### src/rtl/regblock_host.sv
// Host-side initiator for a small enable-register block: one request/response at a time,
// translating valid/ready requests into the block's write port and registered read port.
module regblock_host #(
  parameter int DATA_W = 32,
  parameter int NREGS  = 2,
  parameter int IDX_W  = (NREGS > 1) ? $clog2(NREGS) : 1
) (
  input  logic              clk,
  input  logic              rst_n,
  input  logic              req_valid,
  output logic              req_ready,
  input  logic              req_we,
  input  logic [IDX_W-1:0]  req_idx,
  input  logic [DATA_W-1:0] req_wdata,
  output logic              rsp_valid,
  input  logic              rsp_ready,
  output logic [DATA_W-1:0] rsp_rdata,
  output logic              rsp_err,
  output logic              rb_en,
  output logic [IDX_W-1:0]  rb_wr_index,
  output logic [DATA_W-1:0] rb_d,
  output logic [IDX_W-1:0]  rb_rd_index,
  input  logic [DATA_W-1:0] rb_q,
  output logic [2:0]        state_dbg
);

  // Handshakes: a request transfers on the rising edge where req_valid && req_ready,
  // a response on the rising edge where rsp_valid && rsp_ready; neither side may retract
  // valid or change its payload while waiting.

  typedef enum logic [2:0] {
    IDLE    = 3'd0,
    WRITE   = 3'd1,
    RD_ADDR = 3'd2,
    RD_DATA = 3'd3,
    RESP    = 3'd4
  } state_t;

  localparam logic [IDX_W:0] NREGS_C = (IDX_W+1)'(NREGS);

  state_t              state_q, state_d;
  logic                req_ready_q, req_ready_d;
  logic                rsp_valid_q, rsp_valid_d;
  logic [DATA_W-1:0]   rsp_rdata_q, rsp_rdata_d;
  logic                rsp_err_q, rsp_err_d;
  logic                rb_en_q, rb_en_d;
  logic [IDX_W-1:0]    rb_wr_index_q, rb_wr_index_d;
  logic [DATA_W-1:0]   rb_d_q, rb_d_d;
  logic [IDX_W-1:0]    rb_rd_index_q, rb_rd_index_d;
  logic                accept;
  logic                idx_oor;

  assign accept  = req_valid && req_ready_q;
  assign idx_oor = ({1'b0, req_idx} >= NREGS_C);

  always_comb begin
    state_d       = state_q;
    rsp_rdata_d   = rsp_rdata_q;
    rsp_err_d     = rsp_err_q;
    rb_wr_index_d = rb_wr_index_q;
    rb_d_d        = rb_d_q;
    rb_rd_index_d = rb_rd_index_q;
    case (state_q)
      IDLE: begin
        if (accept) begin
          if (idx_oor) begin
            state_d     = RESP;
            rsp_err_d   = 1'b1;
            rsp_rdata_d = '0;
          end else if (req_we) begin
            state_d       = WRITE;
            rb_wr_index_d = req_idx;
            rb_d_d        = req_wdata;
          end else begin
            state_d       = RD_ADDR;
            rb_rd_index_d = req_idx;
          end
        end
      end
      WRITE: begin
        state_d     = RESP;
        rsp_rdata_d = '0;
        rsp_err_d   = 1'b0;
      end
      RD_ADDR: state_d = RD_DATA;
      RD_DATA: begin
        // The register block has registered rb_rd_index, so rb_q is valid now.
        state_d     = RESP;
        rsp_rdata_d = rb_q;
        rsp_err_d   = 1'b0;
      end
      RESP: begin
        if (rsp_ready) begin
          state_d     = IDLE;
          rsp_rdata_d = '0;
          rsp_err_d   = 1'b0;
        end
      end
      default: state_d = IDLE;
    endcase
    // Outputs are registered copies of what the next state implies.
    req_ready_d = (state_d == IDLE);
    rsp_valid_d = (state_d == RESP);
    rb_en_d     = (state_d == WRITE);
  end

  always_ff @(posedge clk or negedge rst_n) begin
    if (!rst_n) begin
      state_q       <= IDLE;
      req_ready_q   <= 1'b0;
      rsp_valid_q   <= 1'b0;
      rsp_rdata_q   <= '0;
      rsp_err_q     <= 1'b0;
      rb_en_q       <= 1'b0;
      rb_wr_index_q <= '0;
      rb_d_q        <= '0;
      rb_rd_index_q <= '0;
    end else begin
      state_q       <= state_d;
      req_ready_q   <= req_ready_d;
      rsp_valid_q   <= rsp_valid_d;
      rsp_rdata_q   <= rsp_rdata_d;
      rsp_err_q     <= rsp_err_d;
      rb_en_q       <= rb_en_d;
      rb_wr_index_q <= rb_wr_index_d;
      rb_d_q        <= rb_d_d;
      rb_rd_index_q <= rb_rd_index_d;
    end
  end

  assign req_ready   = req_ready_q;
  assign rsp_valid   = rsp_valid_q;
  assign rsp_rdata   = rsp_rdata_q;
  assign rsp_err     = rsp_err_q;
  assign rb_en       = rb_en_q;
  assign rb_wr_index = rb_wr_index_q;
  assign rb_d        = rb_d_q;
  assign rb_rd_index = rb_rd_index_q;
  assign state_dbg   = state_q;

endmodule

### config.mk
export PLATFORM = sky130hd
export DESIGN_NAME = regblock_host
export DESIGN_NICKNAME = d
export VERILOG_FILES = /design/src/rtl/regblock_host.sv
export SDC_FILE = /design/constraint.sdc
export NUM_CORES = 1
export LEC_CHECK = 0
export ABC_AREA = 0
export ABC_CLOCK_PERIOD_IN_PS = 4500
export CORE_MARGIN = 2
export CORE_UTILIZATION = 44
export CTS_BUF_LIST = sky130_fd_sc_hd__clkbuf_8
export DETAILED_ROUTE_END_ITERATION = 8
export GPL_TIMING_DRIVEN = 0
export PLACE_DENSITY = 0.95
export SLEW_MARGIN = 20
export SYNTH_ARGS = -nofsm -noshare
export SYNTH_HDL_FRONTEND = slang
export SYNTH_SLANG_ARGS = --single-unit
### constraint.sdc
create_clock -name clk -period 4.5 [get_ports clk]
set_clock_uncertainty 0.05 [all_clocks]
set_input_delay 0.675 -clock clk [delete_from_list [all_inputs] [get_ports clk]]
set_output_delay 0.675 -clock clk [all_outputs]
set_load 0.005 [all_outputs]
======== Yosys cells after proc, flatten, opt, wreduce, memory -nomap -nowiden ========
Index checks and enable logic that the tools add are counted.
W data, S select, Z words.
storage, ports and cells
  bits of input ports ..................... 70
  register bits ........................... 73
  output and inout port bits .............. 73
operators by class
  bitwise gates (word level) .............. 1
  reduce and logical (&&, ||, !) cells .... 10
  mux-type cells .......................... 8
  equal/unequal tests ..................... 7
operators with widths
  kind                  number
  $pmux W32 S3          1
  $mux W32              1
  $pmux W3 S4           1
  $eq A3 B1 Y1 const B  2
  $eq A3 B2 Y1 const B  2
  $eq A3 B3 Y1 const B  2
  $logic_not A3 Y1      2
  $mux W3               2
  $reduce_and A3 Y1     2
  $reduce_and A2 Y1     2
  $reduce_bool A3 Y1    1
  $mux W2               1
  $ne A2 B2 Y1 const B  1
  $pmux W1 S2           1
  $reduce_bool A2 Y1    1
  $reduce_or A2 Y1      1
  $logic_and A1 B1 Y1   1
  $mux W1               1
  $not A1 Y1            1

======== Logic depth before layout (Yosys ltp) ========
Gate-level depths: netlist of the first run.
  depth in word-level cells ............... 4
  depth in mapped cells ................... 4
  gate-level depth less buffers ........... 3

======== Worst setup path before layout of the first run ========
Ideal clock, no wire load.
  path type ............................... in2reg
  start ................................... input req_valid
  end ..................................... register rb_d_q[10] (netlist: rb_d[10])
  stages .................................. 4
  setup slack ............................. 2.809 ns
  required time ........................... 4.325 ns
  data arrival time ....................... 1.516 ns
  library setup time ...................... 0.125 ns
  cells stage by stage .................... nand3_1 -> nor2_8 -> buf_12 -> mux2_4
on the way
  cells in the longest elaborated chain, start to end .. 2
RTL lines
  what                         RTL line  source
  start, declared              10        input logic req_valid,
  $logic_and A1 B1 Y1          53        assign accept = req_valid && req_ready_q;
  $reduce_and A3 Y1 (no line)  -
  end signal, assigned         126       rb_d_q <= rb_d_d;
  end, declared                48        logic [DATA_W-1:0] rb_d_q, rb_d_d;
No other way between the ends.
A chain may end at the register's enable or synchronous reset.

======== Final worst setup path of the first run ========
  start ................................... register state_q[2] (netlist: state_dbg[2])
  end ..................................... output state_dbg[2]
RTL lines
  what                    RTL line  source
  start, declared         41        state_t state_q, state_d;
  start signal, assigned  119       state_q <= state_d;
  end, declared           24        output logic [2:0] state_dbg
No word-level cell between the ends.

==> results of run 1 <==
## power by group
group / internal (mW) / leakage [nW] / switching [mW]
clock network: 0.312 / 0.101 / 0.243
logic: 0.894 / 0.981 / 0.374
registers: 0.945 / 0.922 / 0.176
total: 2.15 / 2.00 / 0.793
## final timing paths
kind	endpoint	slack, ns	cells past startpoint
setup / recovery	state_dbg[2]	2.40	1
hold / removal	rsp_rdata[25]$_DFFE_PN0P_	0.24	1
setup reg to reg	rb_d[5]$_DFFE_PN0P_	2.71	4
hold reg to reg	rsp_rdata[11]$_DFFE_PN0P_	0.45	1
max in group asynchronous	rb_d[16]$_DFFE_PN0P_	3.61	2
min in group clk	rsp_rdata[11]$_DFFE_PN0P_	0.45	1
## placed cells by master, fill, tap and decap left out
master and count:
a21oi_1 1, a211oi_1 1, o21ai_0 2, buf_4 2
clkbuf_1 3, or2b_1 1, or3_4 1, mux2_4 29
a22o_1 32, conb_1 1, nand3_1 1, nor2_1 4
o31a_2 1, clkdlybuf4s50_1 140, nor2_8 1, clkinv_2 1
buf_12 4, clkinvlp_4 3, o21a_1 1, buf_2 3
bufinv_16 2, inv_1 1, mux2_2 5, clkinv_4 1
nor3_1 1, clkbuf_8 9, o21ba_2 1, dfrtp_1 72
nand2_1 3
## per-layer routing
layer	up-vias	global-route usage	wire, um
li1	922	-	-
met1	1008	0.269	2820
met2	88	0.339	3370
met3	12	0.0504	430
met4	0	0.0777	142
met5	-	0	0
## cells by family after synthesis
group / after synthesis / synth area share
AO/OA/AOI/OAI: 39 / 0.118
buffers and inverters: 11 / 0.0349
flip-flops: 72 / 0.643
multiplexers: 34 / 0.176
other: 1 / 0.00134
AND/OR/NAND/NOR: 12 / 0.0268
## cell type report
cell class,instances,area [um^2],area share
flip-flops and latches,72,1800,0.396
clock inverters,7,96.3,0.0212
repair buffers,142,1430,0.314
clock buffers,9,124,0.0273
plain buffers,10,93.8,0.0206
multi-input cells,86,901,0.198
inverters,1,3.75,0.000826
well taps,77,96.3,0.0212
## sequential cells by signal (all words and copies together), names as in the netlist
register / cells
rb_rd_index: 1
rsp_valid: 1
rb_d: 32
state_dbg: 3
rb_wr_index: 1
rb_en: 1
req_ready: 1
rsp_rdata: 32
==> results.py, run 1 <==
metrics = {
    "logic_synthesis": {
        "synth_area_per_cell_um2": 16.6,
        "synth_most_common_cell": "dfrtp_1",
        "synth.top_cell.area_share": 0.643,
        "yosys_warnings": 0,
        "async_reset_ff_frac": 1.00,
        "synthTopCellsByArea": "dfrtp_1 64%, mux2_4 16%, a22o_1 10%, buf_12 2.1%, mux2_2 2.0%",
        "synth-edff-count": 0,
        "synthCells": 169,
        "synth_nets": 239,
        "ys_types": 23,
        "yosysTopAreaCell": "dfrtp_1",
        "synth_seq_area_share": 0.643,
        "synthTopCellsByCount": "72 x dfrtp_1, 32 x a22o_1, 29 x mux2_4",
        "ys_ff_latch": 72,
        "syn-cell-area_um2": 2800,
        "synth_flop_cell": "dfrtp_1",
    },
    "timing": {
        "finalCriticalPeriod_ns": 2.10,
        "finalHoldViolCount": 0,
        "setup_viol": 0,
        "drv_slew": 0,
        "rsz0062_at_grt": "false",
        "max_freq_ghz": 0.477,
        "fin_ws_ns": 2.40,
        "finalCritPeriodShare": 0.466,
        "setup_tns_ns": 0,
        "holdWs_ns": 0.242,
    },
    "setup_path": {
        "cp_slowest_stage_delay_ns": 0.56,
        "cp-end-kind": "output pin",
        "path_max_fanout": 8,
        "crit_path_top_delay_cell": "clkdlybuf4s50_1",
        "reg2reg_from": "state_dbg[0]$_DFF_PN0_",
        "startpoint": "state_dbg[2]$_DFF_PN0_",
        "critPathLaunchType": "flip-flop",
        "path_class": "flip-flop to output pin",
        "arrival_ns": 1.37,
        "path_buf_inv": 1,
        "crit_chain": "clkdlybuf4s50_1",
        "critPathTopFamily": "buffers and inverters",
        "critPathRequiredTime_ns": 3.77,
    },
    "cts": {
        "holdBufCountCts": 0,
        "clk_pin_slew_ns": 0.08,
        "cts_sinks": 72,
        "cts_setup_buffers": 0,
        "clk_latency_ns": 0.33,
        "cts_tree": "yes",
        "root_buffer": "clkbuf_8",
        "numCtsBuffers": 9,
        "cts-resized-gates": 0,
        "cts_max_level": 3,
        "cts_max_path_buffers": 2,
    },
    "detailed_routing": {
        "route.detailed.drc": 0,
        "routedWlPerCell_um": 16.7,
        "via_count": 2030,
        "viasPerCell": 5.02,
        "firstDrtPassIters": 4,
        "drt_wl_total_um": 6760,
        "postRouteAntennaNets": 0,
        "drtIter0Drc": 58,
    },
    "placed_design": {
        "placed_cells": 388,
        "postPlaceCellArea_um2": 4330,
        "hpwl_um": 5020,
        "gp_congestion": 0.735,
        "place_ws_ns": 2.20,
        "port_buffers": 141,
    },
    "power": {
        "leakage_nw": 2.00,
        "vdd_drop_max_uv": 381,
        "cellPowerDensity_nw_per_um2": 648,
        "total_power_mw": 2.94,
    },
    "finish": {
        "layoutNonFillerInstCount": 404,
        "design_area_um2": 4550,
        "syn2layout_area_growth_pct": 62.3,
        "final_nets": 392,
        "drive_gt1_frac": 0.193,
        "final.fill_count": 412,
        "final_util": 0.728,
        "antenna_cells": 0,
    },
    "global_routing": {
        "antenna_found_initial": 0,
        "grt_pass1_wl_um": 11400,
        "grt_use_total": 0.207,
        "grt_overflow": 0,
        "grt_pass1_vias": 2249,
        "grt_start_max_net_pins": 38,
    },
    "die": {
        "dieArea_um2": 7020,
        "core-area_um2": 6240,
        "die_h_um": 83.8,
        "fp-row-count": 29,
        "fp.dieW_um": 83.8,
        "io-pin-count": 143,
        "start_util": 0.449,
    },
    "worst_hold_path": {
        "holdCritPathClass": "primary input to asynchronous set/reset pin",
    },
    "status": {
        "outcome": "finished, final reports clean",
    },
    "flow_run": {
        "cap_violations": 0,
    },
}
Power figures use the tool's default switching activity.
==> inputs of run 2 (changes only) <==
--- a/config.mk
+++ b/config.mk
@@ -6,13 +6,13 @@
 export NUM_CORES = 1
 export LEC_CHECK = 0
 export ABC_AREA = 0
-export ABC_CLOCK_PERIOD_IN_PS = 4500
+export ABC_CLOCK_PERIOD_IN_PS = 1950
 export CORE_MARGIN = 2
-export CORE_UTILIZATION = 44
+export CORE_UTILIZATION = 41
 export CTS_BUF_LIST = sky130_fd_sc_hd__clkbuf_8
 export DETAILED_ROUTE_END_ITERATION = 8
 export GPL_TIMING_DRIVEN = 0
-export PLACE_DENSITY = 0.95
+export PLACE_DENSITY = 0.93
 export SLEW_MARGIN = 20
 export SYNTH_ARGS = -nofsm -noshare
 export SYNTH_HDL_FRONTEND = slang
==> constraint.sdc (replaced) <==
create_clock -name clk -period 1.95 [get_ports clk]
set_clock_uncertainty 0.05 [all_clocks]
set_input_delay 0.2925 -clock clk [delete_from_list [all_inputs] [get_ports clk]]
set_output_delay 0.2925 -clock clk [all_outputs]
set_load 0.005 [all_outputs]
==> results.py, run 2 (synthesized netlist as in run 1, its figures left out) <==
metrics = {
    "power": {
        "total_power_mw": 6.95,
        "cellPowerDensity_nw_per_um2": 1510,
        "vdd_drop_max_uv": 659,
        "leakage_nw": 2.03,
    },
    "die": {
        "die_h_um": 86.6,
        "fp.dieW_um": 86.6,
        "io-pin-count": 143,
        "dieArea_um2": 7510,
        "fp-row-count": 30,
        "start_util": 0.417,
        "core-area_um2": 6720,
    },
    "global_routing": {
        "grt_pass1_wl_um": 10400,
        "antenna_found_initial": 0,
        "grt_use_total": 0.177,
        "grt_overflow": 0,
        "grt_start_max_net_pins": 39,
        "grt_pass1_vias": 2093,
    },
    "setup_path": {
        "rrSetupSlack_ns": 0.18,
        "arrival_ns": 1.92,
        "crit_chain": "or3_4, nor2_8, buf_12, mux2_4",
        "path_buf_inv": 1,
        "endpoint": "rb_d[28]$_DFFE_PN0P_",
        "critPathRequiredTime_ns": 2.10,
        "path_class": "flip-flop to flip-flop",
        "cp_slowest_stage_delay_ns": 0.45,
        "startpoint": "state_dbg[0]$_DFF_PN0_",
        "reg2reg_from": "state_dbg[0]$_DFF_PN0_",
        "critPathTopFamily": "simple AND/OR/NAND/NOR gates",
        "path_max_fanout": 10,
        "crit_path_top_delay_cell": "or3_4",
        "critPathLaunchType": "flip-flop",
        "path_depth": 4,
        "r2r-end": "rb_d[28]$_DFFE_PN0P_",
        "ff2ff_path_depth": 4,
        "cp-end-kind": "flip-flop",
    },
    "status": {
        "outcome": "finished, final reports clean",
    },
    "placed_design": {
        "port_buffers": 141,
        "hpwl_um": 4790,
        "gp_congestion": 0.740,
    },
    "finish": {
        "final_nets": 393,
        "drive_gt1_frac": 0.192,
        "final_common_cell": "clkdlybuf4s50_1",
        "antenna_cells": 0,
        "syn2layout_area_growth_pct": 64.0,
        "layout_common_cells": "140 x clkdlybuf4s50_1, 72 x dfrtp_1, 32 x a22o_1",
        "final_util": 0.684,
    },
    "timing": {
        "setup_viol": 0,
        "setup_tns_ns": 0,
        "rsz0062_at_grt": "false",
        "max_freq_ghz": 0.566,
        "finalHoldViolCount": 0,
        "finalCritPeriodShare": 0.907,
        "drv_slew": 0,
        "finalCriticalPeriod_ns": 1.77,
        "holdWs_ns": 0.400,
    },
    "worst_hold_path": {
        "holdCritPathClass": "primary input to asynchronous set/reset pin",
    },
    "flow_run": {
        "cap_violations": 0,
    },
    "cts": {
        "cts_tree": "yes",
        "cts_max_level": 3,
        "clk_latency_ns": 0.32,
        "clk_pin_slew_ns": 0.08,
        "cts_sinks": 72,
        "cts_max_path_buffers": 2,
        "numCtsBuffers": 9,
        "root_buffer": "clkbuf_8",
    },
    "detailed_routing": {
        "drt_wl_total_um": 6510,
        "routedWlPerCell_um": 16.0,
        "firstDrtPassIters": 4,
        "postRouteAntennaNets": 0,
        "drtIter0Drc": 51,
        "via_count": 1981,
        "viasPerCell": 4.86,
        "route.detailed.drc": 0,
    },
}
==> run 2: per-stage QoR <==
stage | cells | setup slack, ns | area, um^2
6_report | 408 | 0.182 | 4590
4_1_cts | 408 | 0.165 | 4590
5_1_grt | 408 | 0.138 | 4590
3_3_place_gp | 390 | -1.76 | 4310
2_1_floorplan | 169 | 0.267 | 2800
3_5_place_dp | 391 | 0.0406 | 4330
==> run 2: routing by layer <==
| metal | share of wire | GRT usage | vias to the layer above |
|---|---|---|---|
| met5 | 0 | 0 | - |
| met3 | 0.063 | 0.0476 | 8 |
| met1 | 0.44 | 0.235 | 966 |
| met4 | 0.011 | 0.0597 | 0 |
| met2 | 0.49 | 0.283 | 85 |
| li1 | - | - | 922 |
==> run 2: layout make-up <==
class	instances	area (um^2)
tap	80	100
fill	492	2130
buffer	10	93.8
clock buffer	11	151
clock inverter	5	103
sequential	72	1800
timing repair buffer	143	1440
multi-input combinational	86	901
inverter	1	3.75
==> run 2: worst reg2reg max path: cells and delay by family, from the launching register on <==
kind	cells	cell delay, ns
and+or+nand+nor	2	0.68
DFF	1	0.44
muxes	1	0.31
buffers and inverters	1	0.18
==> run 2: report_power, final <==
part	total (mW)	leakage [nW]	internal (mW)	switching [mW]
clock network	1.44	0.126	0.918	0.526
registers	2.60	0.922	2.18	0.419
logic	2.90	0.985	2.06	0.841
==> run 2: worst min-delay path by stage <==
| stage | start | end | slack [ns] | cells after the start |
|---|---|---|---|---|
| 2_1_floorplan | rst_n | rb_d[0]$_DFFE_PN0P_ | -0.05 | 0 |
| 3_3_place_gp | rsp_rdata[20]$_DFFE_PN0P_ | rsp_rdata[20]$_DFFE_PN0P_ | 0.43 | 1 |
| 3_5_place_dp | rst_n | rb_d[18]$_DFFE_PN0P_ | 0.22 | 1 |
| 4_1_cts | rst_n | rb_d[18]$_DFFE_PN0P_ | 0.41 | 2 |
| 5_1_grt | rst_n | rb_d[12]$_DFFE_PN0P_ | 0.43 | 2 |
| 6_report | rst_n | rb_d[12]$_DFFE_PN0P_ | 0.40 | 2 |
==> run 2: what timing repair did <==
item | CTS | global route
gates resized for setup | 0 | 0
hold buffers | 1 | 0
setup buffers | 0 | 0
endpoints found under the hold margin | 34 | 0
